==> config.mk <==
export PLATFORM = sky130hd
export DESIGN_NAME = mdu_ctrl_flat
export DESIGN_NICKNAME = d
export VERILOG_FILES = /design/src/rtl/mdu_pkg.sv /design/src/rtl/mdu_if.sv /design/src/rtl/mdu_iter.sv /design/src/rtl/mdu_ctrl.sv /design/src/flat_wrapper.sv
export SDC_FILE = /design/constraint.sdc
export NUM_CORES = 1
export LEC_CHECK = 0
export CORE_ASPECT_RATIO = 0.9
export CORE_MARGIN = 2
export CORE_UTILIZATION = 45
export DETAILED_ROUTE_END_ITERATION = 10
export PLACE_DENSITY = 0.65
export SYNTH_ARGS = -nofsm -noshare
export SYNTH_HDL_FRONTEND = slang
export SYNTH_SLANG_ARGS = --single-unit
==> constraint.sdc <==
create_clock -name clock -period 4.3 [get_ports clock]
set_clock_uncertainty 0.05 [all_clocks]
set_input_delay 0.43 -clock clock [delete_from_list [all_inputs] [get_ports clock]]
set_output_delay 0.43 -clock clock [all_outputs]
set_load 0.01 [all_outputs]
==> src/rtl/mdu_pkg.sv <==
// Shared definitions for the MIPS multiply/divide unit: operation encodings,
// controller state encoding and the default operand width.
package mdu_pkg;

   localparam int MDU_WIDTH = 32;

   typedef enum logic [1:0] {
      MDU_MULT  = 2'b00,
      MDU_MULTU = 2'b01,
      MDU_DIV   = 2'b10,
      MDU_DIVU  = 2'b11
   } mdu_op_e;

   typedef enum logic [2:0] {
      ST_IDLE = 3'd0,
      ST_PREP = 3'd1,
      ST_RUN  = 3'd2,
      ST_FIX  = 3'd3,
      ST_DONE = 3'd4
   } mdu_state_e;

   function automatic logic op_is_signed(mdu_op_e op);
      return ~op[0];
   endfunction

   function automatic logic op_is_div(mdu_op_e op);
      return op[1];
   endfunction

endpackage

==> src/rtl/mdu_if.sv <==
// Issue/result bundle between the EXE stage (master) and the multiply/divide
// controller (slave).
interface mdu_if
   import mdu_pkg::*;
#(
   parameter int WIDTH = MDU_WIDTH
) ();

   logic             start;
   logic [1:0]       op;
   logic [WIDTH-1:0] a;
   logic [WIDTH-1:0] b;
   logic             flush;
   logic             busy;
   logic             done;
   logic [WIDTH-1:0] hi;
   logic [WIDTH-1:0] lo;
   logic             dz;

   modport master (
      output start, op, a, b, flush,
      input  busy, done, hi, lo, dz
   );

   modport slave (
      input  start, op, a, b, flush,
      output busy, done, hi, lo, dz
   );

endinterface

==> src/rtl/mdu_iter.sv <==
// Shared accumulator datapath: shift-add multiply step and, when MDU_DIV_EN is
// defined, a restoring divide step; applies the final sign correction.
module mdu_iter
   import mdu_pkg::*;
#(
   parameter int WIDTH = MDU_WIDTH
) (
   input  logic             clock,
   input  logic             reset,
   input  logic             load_i,
   input  logic             step_i,
   input  logic             is_div_i,
   input  logic             fix_i,
   input  logic             neg_res_i,
   input  logic             neg_rem_i,
   input  logic [WIDTH-1:0] mag_a_i,
   input  logic [WIDTH-1:0] mag_b_i,
   output logic [WIDTH-1:0] res_hi_o,
   output logic [WIDTH-1:0] res_lo_o
);

   // acc: product high half / partial remainder; aux: multiplier / quotient
   logic [WIDTH-1:0]   acc_q;
   logic [WIDTH-1:0]   aux_q;
   logic [WIDTH-1:0]   mcand_q;

   logic [WIDTH:0]     sum;
   logic [2*WIDTH-1:0] prod;
   logic [2*WIDTH-1:0] prod_fix;
   logic [WIDTH-1:0]   quo_fix;
   logic [WIDTH-1:0]   rem_fix;

   assign sum = {1'b0, acc_q} + (aux_q[0] ? {1'b0, mcand_q} : '0);

`ifdef MDU_DIV_EN
   logic [WIDTH:0] rem_sh;
   logic [WIDTH:0] diff;
   assign rem_sh = {acc_q, aux_q[WIDTH-1]};
   assign diff   = rem_sh - {1'b0, mcand_q};
`endif

   always_comb begin
      prod     = {acc_q, aux_q};
      prod_fix = neg_res_i ? -prod : prod;
      quo_fix  = neg_res_i ? -aux_q : aux_q;
      rem_fix  = neg_rem_i ? -acc_q : acc_q;
      res_hi_o = is_div_i ? rem_fix : prod_fix[2*WIDTH-1:WIDTH];
      res_lo_o = is_div_i ? quo_fix : prod_fix[WIDTH-1:0];
   end

   always_ff @(posedge clock) begin
      if (reset) begin
         acc_q   <= '0;
         aux_q   <= '0;
         mcand_q <= '0;
      end else if (load_i) begin
         acc_q   <= '0;
         aux_q   <= is_div_i ? mag_a_i : mag_b_i;
         mcand_q <= is_div_i ? mag_b_i : mag_a_i;
      end else if (step_i) begin
`ifdef MDU_DIV_EN
         if (is_div_i) begin
            // top bit of diff set means the trial subtract went negative: restore
            acc_q <= diff[WIDTH] ? rem_sh[WIDTH-1:0] : diff[WIDTH-1:0];
            aux_q <= {aux_q[WIDTH-2:0], ~diff[WIDTH]};
         end else
`endif
         begin
            acc_q <= sum[WIDTH:1];
            aux_q <= {sum[0], aux_q[WIDTH-1:1]};
         end
      end else if (fix_i) begin
         acc_q <= res_hi_o;
         aux_q <= res_lo_o;
      end
   end

endmodule

==> src/rtl/mdu_ctrl.sv <==
// Multiply/divide sequencer for the EXE stage; owns HI/LO, busy/done and the
// zero-divisor flag. Divide support is compiled in only with MDU_DIV_EN.
//
// state | meaning
// IDLE  | waiting for start
// PREP  | take operand magnitudes and signs, load datapath (or zero-divisor exit)
// RUN   | one multiply/divide iteration per cycle, WIDTH cycles
// FIX   | sign-correct and write HI/LO
// DONE  | one-cycle done pulse, back-to-back start accepted here
module mdu_ctrl
   import mdu_pkg::*;
#(
   parameter int WIDTH = MDU_WIDTH
) (
   input logic   clock,
   input logic   reset,
   mdu_if.slave  bus
);

   localparam int CW = $clog2(WIDTH);

   mdu_state_e       state_q;
   mdu_op_e          op_q;
   logic [WIDTH-1:0] a_q;
   logic [WIDTH-1:0] b_q;
   logic             neg_res_q;
   logic             neg_rem_q;
   logic [CW-1:0]    count_q;
   logic [WIDTH-1:0] hi_q;
   logic [WIDTH-1:0] lo_q;
   logic             dz_q;
   logic             busy_q;
   logic             done_q;

   logic             sgn_op;
   logic [WIDTH-1:0] mag_a;
   logic [WIDTH-1:0] mag_b;
   logic             load;
   logic             step;
   logic             fix;
   logic             is_div;
   logic [WIDTH-1:0] res_hi;
   logic [WIDTH-1:0] res_lo;

   // magnitudes stay unsigned WIDTH bits so the most negative value maps to 2^(WIDTH-1)
   always_comb begin
      sgn_op = op_is_signed(op_q);
      mag_a  = (sgn_op && a_q[WIDTH-1]) ? -a_q : a_q;
      mag_b  = (sgn_op && b_q[WIDTH-1]) ? -b_q : b_q;
   end

   assign is_div = op_is_div(op_q);
   assign load   = (state_q == ST_PREP) && !bus.flush;
   assign step   = (state_q == ST_RUN) && !bus.flush;
   assign fix    = (state_q == ST_FIX) && !bus.flush;

   mdu_iter #(.WIDTH(WIDTH)) u_iter (
      .clock     (clock),
      .reset     (reset),
      .load_i    (load),
      .step_i    (step),
      .is_div_i  (is_div),
      .fix_i     (fix),
      .neg_res_i (neg_res_q),
      .neg_rem_i (neg_rem_q),
      .mag_a_i   (mag_a),
      .mag_b_i   (mag_b),
      .res_hi_o  (res_hi),
      .res_lo_o  (res_lo)
   );

   always_ff @(posedge clock) begin
      if (reset) begin
         state_q   <= ST_IDLE;
         op_q      <= MDU_MULT;
         a_q       <= '0;
         b_q       <= '0;
         neg_res_q <= 1'b0;
         neg_rem_q <= 1'b0;
         count_q   <= '0;
         hi_q      <= '0;
         lo_q      <= '0;
         dz_q      <= 1'b0;
         busy_q    <= 1'b0;
         done_q    <= 1'b0;
      end else begin
         done_q <= 1'b0;
         if (bus.flush) begin
            state_q <= ST_IDLE;
            busy_q  <= 1'b0;
         end else begin
            case (state_q)
               ST_IDLE, ST_DONE: begin
                  if (bus.start) begin
                     op_q    <= mdu_op_e'(bus.op);
                     a_q     <= bus.a;
                     b_q     <= bus.b;
                     dz_q    <= 1'b0;
                     busy_q  <= 1'b1;
                     state_q <= ST_PREP;
                  end else begin
                     state_q <= ST_IDLE;
                  end
               end
               ST_PREP: begin
                  count_q   <= '0;
                  neg_res_q <= sgn_op & (a_q[WIDTH-1] ^ b_q[WIDTH-1]);
                  neg_rem_q <= sgn_op & a_q[WIDTH-1];
                  if (is_div) begin
`ifdef MDU_DIV_EN
                     if (b_q == '0) begin
                        dz_q    <= 1'b1;
                        hi_q    <= a_q;
                        lo_q    <= '1;
                        busy_q  <= 1'b0;
                        done_q  <= 1'b1;
                        state_q <= ST_DONE;
                     end else begin
                        state_q <= ST_RUN;
                     end
`else
                     busy_q  <= 1'b0;
                     done_q  <= 1'b1;
                     state_q <= ST_DONE;
`endif
                  end else begin
                     state_q <= ST_RUN;
                  end
               end
               ST_RUN: begin
                  count_q <= count_q + 1'b1;
                  if (count_q == CW'(WIDTH - 1)) state_q <= ST_FIX;
               end
               ST_FIX: begin
                  hi_q    <= res_hi;
                  lo_q    <= res_lo;
                  busy_q  <= 1'b0;
                  done_q  <= 1'b1;
                  state_q <= ST_DONE;
               end
               default: begin
                  busy_q  <= 1'b0;
                  state_q <= ST_IDLE;
               end
            endcase
         end
      end
   end

   assign bus.busy = busy_q;
   assign bus.done = done_q;
   assign bus.hi   = hi_q;
   assign bus.lo   = lo_q;
   assign bus.dz   = dz_q;

endmodule

==> src/flat_wrapper.sv <==
// flat-port wrapper written by rule: the top's interface ports become plain ports
module mdu_ctrl_flat import mdu_pkg::*;
#(
   parameter int WIDTH = MDU_WIDTH
)
  (clock, reset, bus_start, bus_op, bus_a, bus_b, bus_flush, bus_busy, bus_done, bus_hi, bus_lo, bus_dz);
  mdu_if #(.WIDTH(WIDTH)) bus_i ();
  input logic clock;
  input logic reset;
  input wire logic [$bits(bus_i.start)-1:0] bus_start;
  input wire logic [$bits(bus_i.op)-1:0] bus_op;
  input wire logic [$bits(bus_i.a)-1:0] bus_a;
  input wire logic [$bits(bus_i.b)-1:0] bus_b;
  input wire logic [$bits(bus_i.flush)-1:0] bus_flush;
  output wire logic [$bits(bus_i.busy)-1:0] bus_busy;
  output wire logic [$bits(bus_i.done)-1:0] bus_done;
  output wire logic [$bits(bus_i.hi)-1:0] bus_hi;
  output wire logic [$bits(bus_i.lo)-1:0] bus_lo;
  output wire logic [$bits(bus_i.dz)-1:0] bus_dz;
  assign bus_i.start = bus_start;
  assign bus_i.op = bus_op;
  assign bus_i.a = bus_a;
  assign bus_i.b = bus_b;
  assign bus_i.flush = bus_flush;
  assign bus_busy = bus_i.busy;
  assign bus_done = bus_i.done;
  assign bus_hi = bus_i.hi;
  assign bus_lo = bus_i.lo;
  assign bus_dz = bus_i.dz;
  mdu_ctrl #(.WIDTH(WIDTH)) u_core (.clock(clock), .reset(reset), .bus(bus_i));
endmodule
==> flow_summary.ini, run 1 <==
[outcome]
status = completed

[global_route]
overflow = 0
antenna_found_initial = 0
grt_max_degree = 89
first_global_vias = 13200
grt_pass1_wl_mm = 78.2
grt_use_total_pct = 28.9

[route]
drt-pass1-iter-count = 7
viasPerCell = 6.08
via_count = 15000
ant_nets = 0
wire_per_inst_um = 20.7
wl_met1_mm = 24.2
wl_met2_mm = 20.7
routed_wl_mm = 51.2
wl_met3_mm = 5.04
routed.top_layer = met4
drc = 0
first_iter_violations = 1618

[power_and_ir_drop]
leakage_nw = 6.32
power.total_mw = 5.60
power_density_nw_per_um2 = 323
ir_worst_vdd_mv = 0.281

[yosys]
yosysTopAreaCell = dfxtp_1
ys_ff_latch = 238
synth_area_sq_um = 14800
syn_avg_cell_area_sq_um = 7.42
synth_nets = 2097
synth_top_area_share_pct = 32.3
ys_types = 77
synth_top_flop_cell = dfxtp_1
syn_inst = 1988
seq_area_frac_synth_pct = 32.3
synthTopCellsByArea = dfxtp_1 (32%), nand2_1 (7.4%), a21oi_1 (7.3%), nor2_1 (5.7%), a211oi_1 (4.8%)
synth_edf_count = 0
yosysWarningCount = 0
async_flop_share_pct = 0

[min_path]
min_path_type = in2reg

[placed_design]
place_congestion = 0.990
place_ws_ps = 836
post-dp-hpwl_mm = 38.6
place.detailed.instances = 2424
portBuffers = 135
post_dp_cell_area_sq_um = 16400

[sta]
rsz0062_at_grt = false
slew_headroom_pct = 35.1
finalCritPeriodShare_pct = 81.9
fin_crit_ps = 3520
drv_slew = 0
holdWs_ps = 210
tns_ps = 0
setup_ws_ps = 777
max_freq_mhz = 284
worst_pin_slew_ps = 972
setup_viol = 0
hold_viol_final = 0

[clocking]
hold_buffers = 0
cts_sinks = 238
htree_levels = 1
clk_latency_ps = 550
clk_path_buf_depth = 3
cts_resized = 0
clkTransAtPathRegs_ps = 70
cts_tree = done
post_cts_buffers = 0
numCtsBuffers = 27
cts_root_buffer = clkbuf_16

[floorplan]
core_area_sq_um = 32100
die-area_sq_um = 34300
initial_utilization_pct = 46.0
row_count = 62
io_pins = 137
die_x_um = 195
die_y_um = 176

[final_layout]
drive_gt1_share_pct = 5.25
fillers = 3173
fin_util_pct = 54.0
area_growth_pct = 17.5
multi_input_area_sq_um = 9360
fin_cells = 2473
final_cell_area_sq_um = 17300
n_antenna_cell = 0
seqCellArea_sq_um = 4770
nets = 2146

[setup_path]
critical_path_required_ps = 4680
path_cells = inv_1 > ha_1 > or3b_2 > or4_1 > nand3b_4 > o31a_1 > o41ai_2 > o31ai_1 > a31oi_1 > o22ai_1
crit_arrival_ps = 3900
end_kind = flip-flop
worstPathMaxFanout = 8
slowest_stage = or4_1
critPathLaunchType = flip-flop
cp_top_family = compound AO/OA/AOI/OAI gates
crit_type = reg2reg
crit_buf_inv = 1
critPathMaxStageDelay_ps = 570
r2r_slack_ps = 780

[flow_run]
drv_cap = 0
==> per-layer routing <==
layer	up-vias	GRT usage, %
li1	7260	-
met2	674	41.5
met5	-	0
met1	7022	43.4
met4	0	7.06
met3	73	6.37
==> kinds of logic after synthesis <==
group	Yosys count	share of synthesized area [%]
xor+xnor	147	8.72
compound gates	603	25.8
flops	238	32.3
simple gates	773	24.3
buf+inv	171	4.43
other cells	1	0.0254
fa+ha+maj	39	3.36
mux	16	1.10
==> registers in the layout, indices dropped and copies added, names as in the netlist, 2 cells and up <==
name and cells:
u_core.a_q 32, u_core.b_q 32, u_core.bus.hi 32, u_core.bus.lo 32, u_core.u_iter.acc_q 32, u_core.u_iter.aux_q 32, u_core.u_iter.mcand_q 32, u_core.count_q 5
u_core.state_q 3, u_core.op_q 2
==> cell type report <==
type / instances / area share [%]
Multi-Input combinational cell: 1579 / 54.0
Sequential cell: 238 / 27.5
Timing Repair Buffer: 167 / 9.33
Clock buffer: 32 / 4.24
Tap cell: 416 / 3.00
Clock inverter: 17 / 1.41
Inverter: 24 / 0.519
==> power by group <==
part	switching, mW	total (mW)	internal, mW
clock	0.984	2.56	1.58
combinational	0.443	0.705	0.262
sequential	0.0784	2.33	2.26
==> Yosys cell counts, types with 16 or more instances <==
library cell	number
xor2_1	80
nor4_1	29
a211oi_1	95
o21ai_0	100
a21o_1	16
o211ai_1	16
nand3_1	23
nor3_1	48
inv_1	23
clkbuf_1	122
o221ai_1	16
nand2_1	292
nor2_1	226
xnor2_1	67
o31ai_1	20
dfxtp_1	238
a31oi_1	21
buf_1	22
nand2b_1	16
ha_1	38
o22ai_1	25
a21oi_1	214
or4_1	20
and2_1	35
==> cells in the final DEF, fill, tap and decap left out, types with 35 or more instances in the layout <==
cell / n
a21oi_1: 214
a211oi_1: 95
nand2_1: 291
dfxtp_1: 236
nor2_1: 225
clkdlybuf4s50_1: 134
xnor2_1: 67
o21ai_0: 100
nor3_1: 47
ha_1: 38
and2_1: 35
xor2_1: 80
==> path summary, 6_finish.rpt <==
check,cells after the start,endpoint,from
max,10,u_core.u_iter.acc_q[18],u_core.u_iter.aux_q[1]
min,2,u_core.u_iter.mcand_q[26],reset
max reg2reg,10,u_core.u_iter.acc_q[18],u_core.u_iter.aux_q[1]
min reg2reg,2,u_core.u_iter.mcand_q[18],u_core.u_iter.mcand_q[18]
Note: power is estimated with default switching activity, not from simulation.
==> run 2, diff against run 1 <==
--- a/config.mk
+++ b/config.mk
@@ -9,7 +9,7 @@
 export CORE_MARGIN = 2
 export CORE_UTILIZATION = 45
 export DETAILED_ROUTE_END_ITERATION = 10
-export PLACE_DENSITY = 0.65
+export PLACE_DENSITY = 0.68
 export SYNTH_ARGS = -nofsm -noshare
 export SYNTH_HDL_FRONTEND = slang
 export SYNTH_SLANG_ARGS = --single-unit
==> constraint.sdc (replaced) <==
create_clock -name clock -period 3.1 [get_ports clock]
set_clock_uncertainty 0.05 [all_clocks]
set_input_delay 0.31 -clock clock [delete_from_list [all_inputs] [get_ports clock]]
set_output_delay 0.31 -clock clock [all_outputs]
set_load 0.01 [all_outputs]
==> flow_summary.ini, run 2 (synthesis results as in run 1) <==
[setup_path]
end_kind = flip-flop
path_cells = and2_1 > ha_1 > fa_2 > a21oi_2 > or3b_2 > a21oi_2 > a21o_1 > a221oi_1 > buf_4 > and4_1 > nor3_1 > buf_4 > a21oi_1
slowest_stage = or3b_2
critPathLaunchType = flip-flop
critPathMaxStageDelay_ps = 530
reg2reg_depth = 13
r2r-start = u_core.u_iter.aux_q[0]
crit_buf_inv = 2
critical_path_required_ps = 3490
r2r_slack_ps = 100
crit_cells = 13
worstPathMaxFanout = 7
startpoint = u_core.u_iter.aux_q[0]
cp_top_family = simple AND/OR/NAND/NOR gates
crit_arrival_ps = 3390
crit_type = reg2reg
crit_path_end = u_core.u_iter.acc_q[23]
r2r_end = u_core.u_iter.acc_q[23]

[floorplan]
die_x_um = 195
io_pins = 137
die_y_um = 176
initial_utilization_pct = 46.0
core_area_sq_um = 32100
row_count = 62
die-area_sq_um = 34300

[global_route]
overflow = 0
top_usage_layer = met1
grt_use_total_pct = 30.3
grtUsageMet3_pct = 6.95
grt_use_met2_pct = 42.9
use_met1_pct = 45.2
first_global_vias = 13800
antenna_found_initial = 0
grt_pass1_wl_mm = 81.5
grt_max_degree = 118

[sta]
finalCritPeriodShare_pct = 96.7
worst_pin_slew_ps = 842
hold_viol_final = 0
fin_crit_ps = 3000
max_freq_mhz = 333
tns_ps = 0
drv_slew = 0
setup_viol = 0
slew_headroom_pct = 43.8

[route]
drt-pass1-iter-count = 6
first_iter_violations = 1758
routed_wl_mm = 53.6
wire_per_inst_um = 20.7
ant_nets = 0
drc = 0
viasPerCell = 5.95
via_count = 15400

[placed_design]
post_dp_cell_area_sq_um = 17300
post-dp-hpwl_mm = 41.1
place_congestion = 0.939
portBuffers = 135

[clocking]
cts_root_buffer = clkbuf_16
cts_tree = done
htree_levels = 1
clkTransAtPathRegs_ps = 70
clk_latency_ps = 550
cts_sinks = 238
clk_path_buf_depth = 3
numCtsBuffers = 28

[final_layout]
nets = 2261
final_cell_area_sq_um = 18500
layout_common_cells = nand2_1 (291), dfxtp_1 (235), nor2_1 (223)
n_antenna_cell = 0
mostFrequentLayoutCell = nand2_1
fillers = 3066
area_growth_pct = 25.3
drive_gt1_share_pct = 11.8

[power_and_ir_drop]
power.total_mw = 7.95
ir_worst_vdd_mv = 0.403
power_density_nw_per_um2 = 430
leakage_nw = 6.92

[flow_run]
drv_cap = 0

[outcome]
status = completed

[min_path]
min_path_type = in2reg
min_from = reset
-- run 2: cell types whose count changed in the layout (fill, tap and decap cells not counted), moves of 4 or more --
cell and change:
a211oi_1 -4, a211oi_2 +4, a21oi_1 -4, a21oi_2 +4, buf_12 +5, buf_4 +108, o21ai_0 -12, o21ai_1 +11
-- run 2: worst min path at each step --
stage                                      to  slack, ps  cells past startpoint
finish                      u_core.bus.hi[28]         70                      2
global route                u_core.bus.hi[14]         70                      2
CTS                         u_core.bus.hi[28]         50                      2
detailed placement  u_core.u_iter.mcand_q[25]        390                      2
global placement    u_core.u_iter.mcand_q[12]        390                      2
floorplan           u_core.u_iter.mcand_q[17]        370                      2
-- run 2: worst reg2reg max path, cell delays in order, from the launching register on --
cell and delay, ps:
dfxtp_4 400, and2_1 160, ha_1 230, fa_2 270
a21oi_2 70, or3b_2 530, a21oi_2 160, a21o_1 160
a221oi_1 100, buf_4 180, and4_1 200, nor3_1 190
buf_4 160, a21oi_1 50
-- run 2: per-layer routing --
layer | share of wire, % | up-vias
li1 | - | 7475
met1 | 47 | 7136
met2 | 40 | 702
met3 | 9.8 | 110
met4 | 3.1 | 0
met5 | 0 | -
-- run 2: per-stage QoR --
stage	util (%)	hold WS [ps]	instances	setup slack, ps
6_report	57.6	70.6	2590	101
5_1_grt	57.6	72.2	2590	-2.20
4_1_cts	57.0	51.5	2588	9.32
3_5_place_dp	53.8	392	2536	-95.5
3_3_place_gp	53.8	389	2536	-97.4
2_1_floorplan	-	367	1988	-1.06
-- run 2: timing repair --
item	CTS	global route
setup buffers	0	2
pin swaps	0	7
hold buffers	0	0
gates resized for setup	4	45
endpoints found under the setup margin	4	37
-- run 2: cell type report --
type	instances	area, sq um	area share, %
multi-input cells	1579	9550	51.7
flip-flops and latches	238	4770	25.8
repair buffers	281	2530	13.7
clock buffers	38	810	4.38
well taps	416	520	2.82
clock inverters	14	209	1.13
inverters	24	90.1	0.487
-- run 2: power by group --
part           internal (mW)  switching (mW)  leakage, nW
logic                  0.451           0.662         4.49
registers               3.13          0.0916         1.93
clock network           2.24            1.37        0.501
total                   5.82            2.13         6.92
==> run 3, diff against run 2 <==
--- a/config.mk
+++ b/config.mk
@@ -6,7 +6,6 @@
 export NUM_CORES = 1
 export LEC_CHECK = 0
 export CORE_ASPECT_RATIO = 0.9
-export CORE_MARGIN = 2
 export CORE_UTILIZATION = 45
 export DETAILED_ROUTE_END_ITERATION = 10
 export PLACE_DENSITY = 0.68
==> flow_summary.ini, run 3 (synthesis results as in run 1) <==
[route]
viasPerCell = 5.96
via_count = 15400
routed_wl_mm = 52.8
drt-pass1-iter-count = 9
drc = 12
first_iter_violations = 1588
ant_nets = 0
wire_per_inst_um = 20.4

[sta]
max_freq_mhz = 324
drv_slew = 0
rsz0062_at_grt = true
worst_pin_slew_ps = 701
fin_crit_ps = 3080
setup_viol = 0
slew_headroom_pct = 52.7
finalCritPeriodShare_pct = 99.4
holdWs_ps = 99.8
hold_viol_final = 0

[global_route]
grt_use_total_pct = 30.7
overflow = 0
antenna_found_initial = 1
first_global_vias = 13800
grt_pass1_wl_mm = 79.6
grt_max_degree = 119

[clocking]
clk_path_buf_depth = 3
cts_sinks = 238
clk_latency_ps = 560
cts_tree = done
cts_root_buffer = clkbuf_16
clkTransAtPathRegs_ps = 70
htree_levels = 1
numCtsBuffers = 27

[final_layout]
mostFrequentLayoutCell = nand2_1
area_growth_pct = 24.2
nets = 2254
fin_cells = 2582
n_antenna_cell = 0
layout_common_cells = nand2_1 (291), dfxtp_1 (235), nor2_1 (223)
drive_gt1_share_pct = 11.1

[setup_path]
worstPathMaxFanout = 11
reg2reg_depth = 10
end_kind = flip-flop
critical_path_required_ps = 3540
crit_type = reg2reg
crit_arrival_ps = 3520
critPathLaunchType = flip-flop

[min_path]
hold_path_depth = 2
min_path_type = in2reg

[power_and_ir_drop]
ir_worst_vdd_mv = 0.393
switchingPower_mw = 2.12
p_seq_share_pct = 41.2
swShare_pct = 27.1
internal_power_mw = 5.71
power_density_nw_per_um2 = 427
leakage_nw = 6.87
comb_power_share_pct = 13.8
power_frac_clock_pct = 45.0

[floorplan]
die_x_um = 193
row_count = 62
die-area_sq_um = 33500
io_pins = 137
core_area_sq_um = 32100
initial_utilization_pct = 46.0
die_y_um = 174

[placed_design]
place.detailed.instances = 2528
portBuffers = 135
place_congestion = 0.970
post-dp-hpwl_mm = 40.6

[outcome]
violations = design-rule violations
status = finished, violations left

[flow_run]
drv_cap = 0
==> run 3: cell count changes in the layout (fill, tap and decap cells not counted), sizes merged <==
cell	before	now
clkinvlp	1	3
buf	147	141
clkbuf	38	35
bufinv	5	4
==> run 3: path summary, 6_finish.rpt <==
check,from,endpoint,slack [ps]
worst max-delay path,u_core.u_iter.aux_q[0],u_core.u_iter.acc_q[30],20
worst min-delay path,reset,u_core.u_iter.mcand_q[16],100
worst max register to register,u_core.u_iter.aux_q[0],u_core.u_iter.acc_q[30],20
worst min register to register,u_core.u_iter.mcand_q[4],u_core.u_iter.mcand_q[4],400
==> run 3: cell type report <==
class / count / area, sq um
clock buffers: 35 / 798
fillers: 3048 / 13800
flip-flops and latches: 238 / 4770
inverters: 24 / 92.6
multi-input cells: 1579 / 9480
clock inverters: 15 / 190
well taps: 416 / 520
repair buffers: 275 / 2480
==> run 3: power by group through the flow <==
stage          Combinational, mW  Sequential [mW]  Clock (mW)
2_1_floorplan              0.649             3.26           0
3_3_place_gp                1.04             3.28           0
3_5_place_dp                1.05             3.29           0
4_1_cts                     1.06             3.22        3.58
5_1_grt                     1.17             3.23        3.69
6_report                    1.08             3.22        3.52
==> run 3: what timing repair did <==
| item | in CTS | in global routing |
|---|---|---|
| pin swaps | 0 | 5 |
| resized for setup | 3 | 26 |
| setup buffers | 0 | 4 |
| hold buffers | 0 | 0 |
| setup endpoints to repair | 2 | 21 |
==> run 3: per-stage QoR <==
step / worst slack, ps / cell area, sq um / setup TNS, ps / total power [mW] / util (%)
finish: 17.9 / 18300 / 0 / 7.83 / 57.1
global route: -47.2 / 18300 / -156 / 8.09 / 57.1
CTS: 16.1 / 18200 / 0 / 7.85 / 56.7
detailed placement: -11.8 / 17200 / -11.8 / 4.33 / 53.6
global placement: -24.9 / 17200 / -24.9 / 4.32 / 53.6
floorplan: -1.06 / 14800 / -1.06 / 3.91 / -
==> run 3: layer usage <==
metal	track usage (%)	routed length (um)	up-vias
met2	44.1	21600	672
met3	6.34	4720	85
li1	-	-	7467
met5	0	14	-
met4	8.33	1490	2
met1	45.7	24900	7175
==> run 3: worst max-delay path: stages (launching register included) <==
cell and delay [ps]:
dfxtp_4 400, inv_4 70, ha_2 160, or3b_4 370, or4_4 450, nand3b_4 230, or4_4 490, o221ai_4 200
nor3_1 80, a2111o_1 360, nor3_2 150
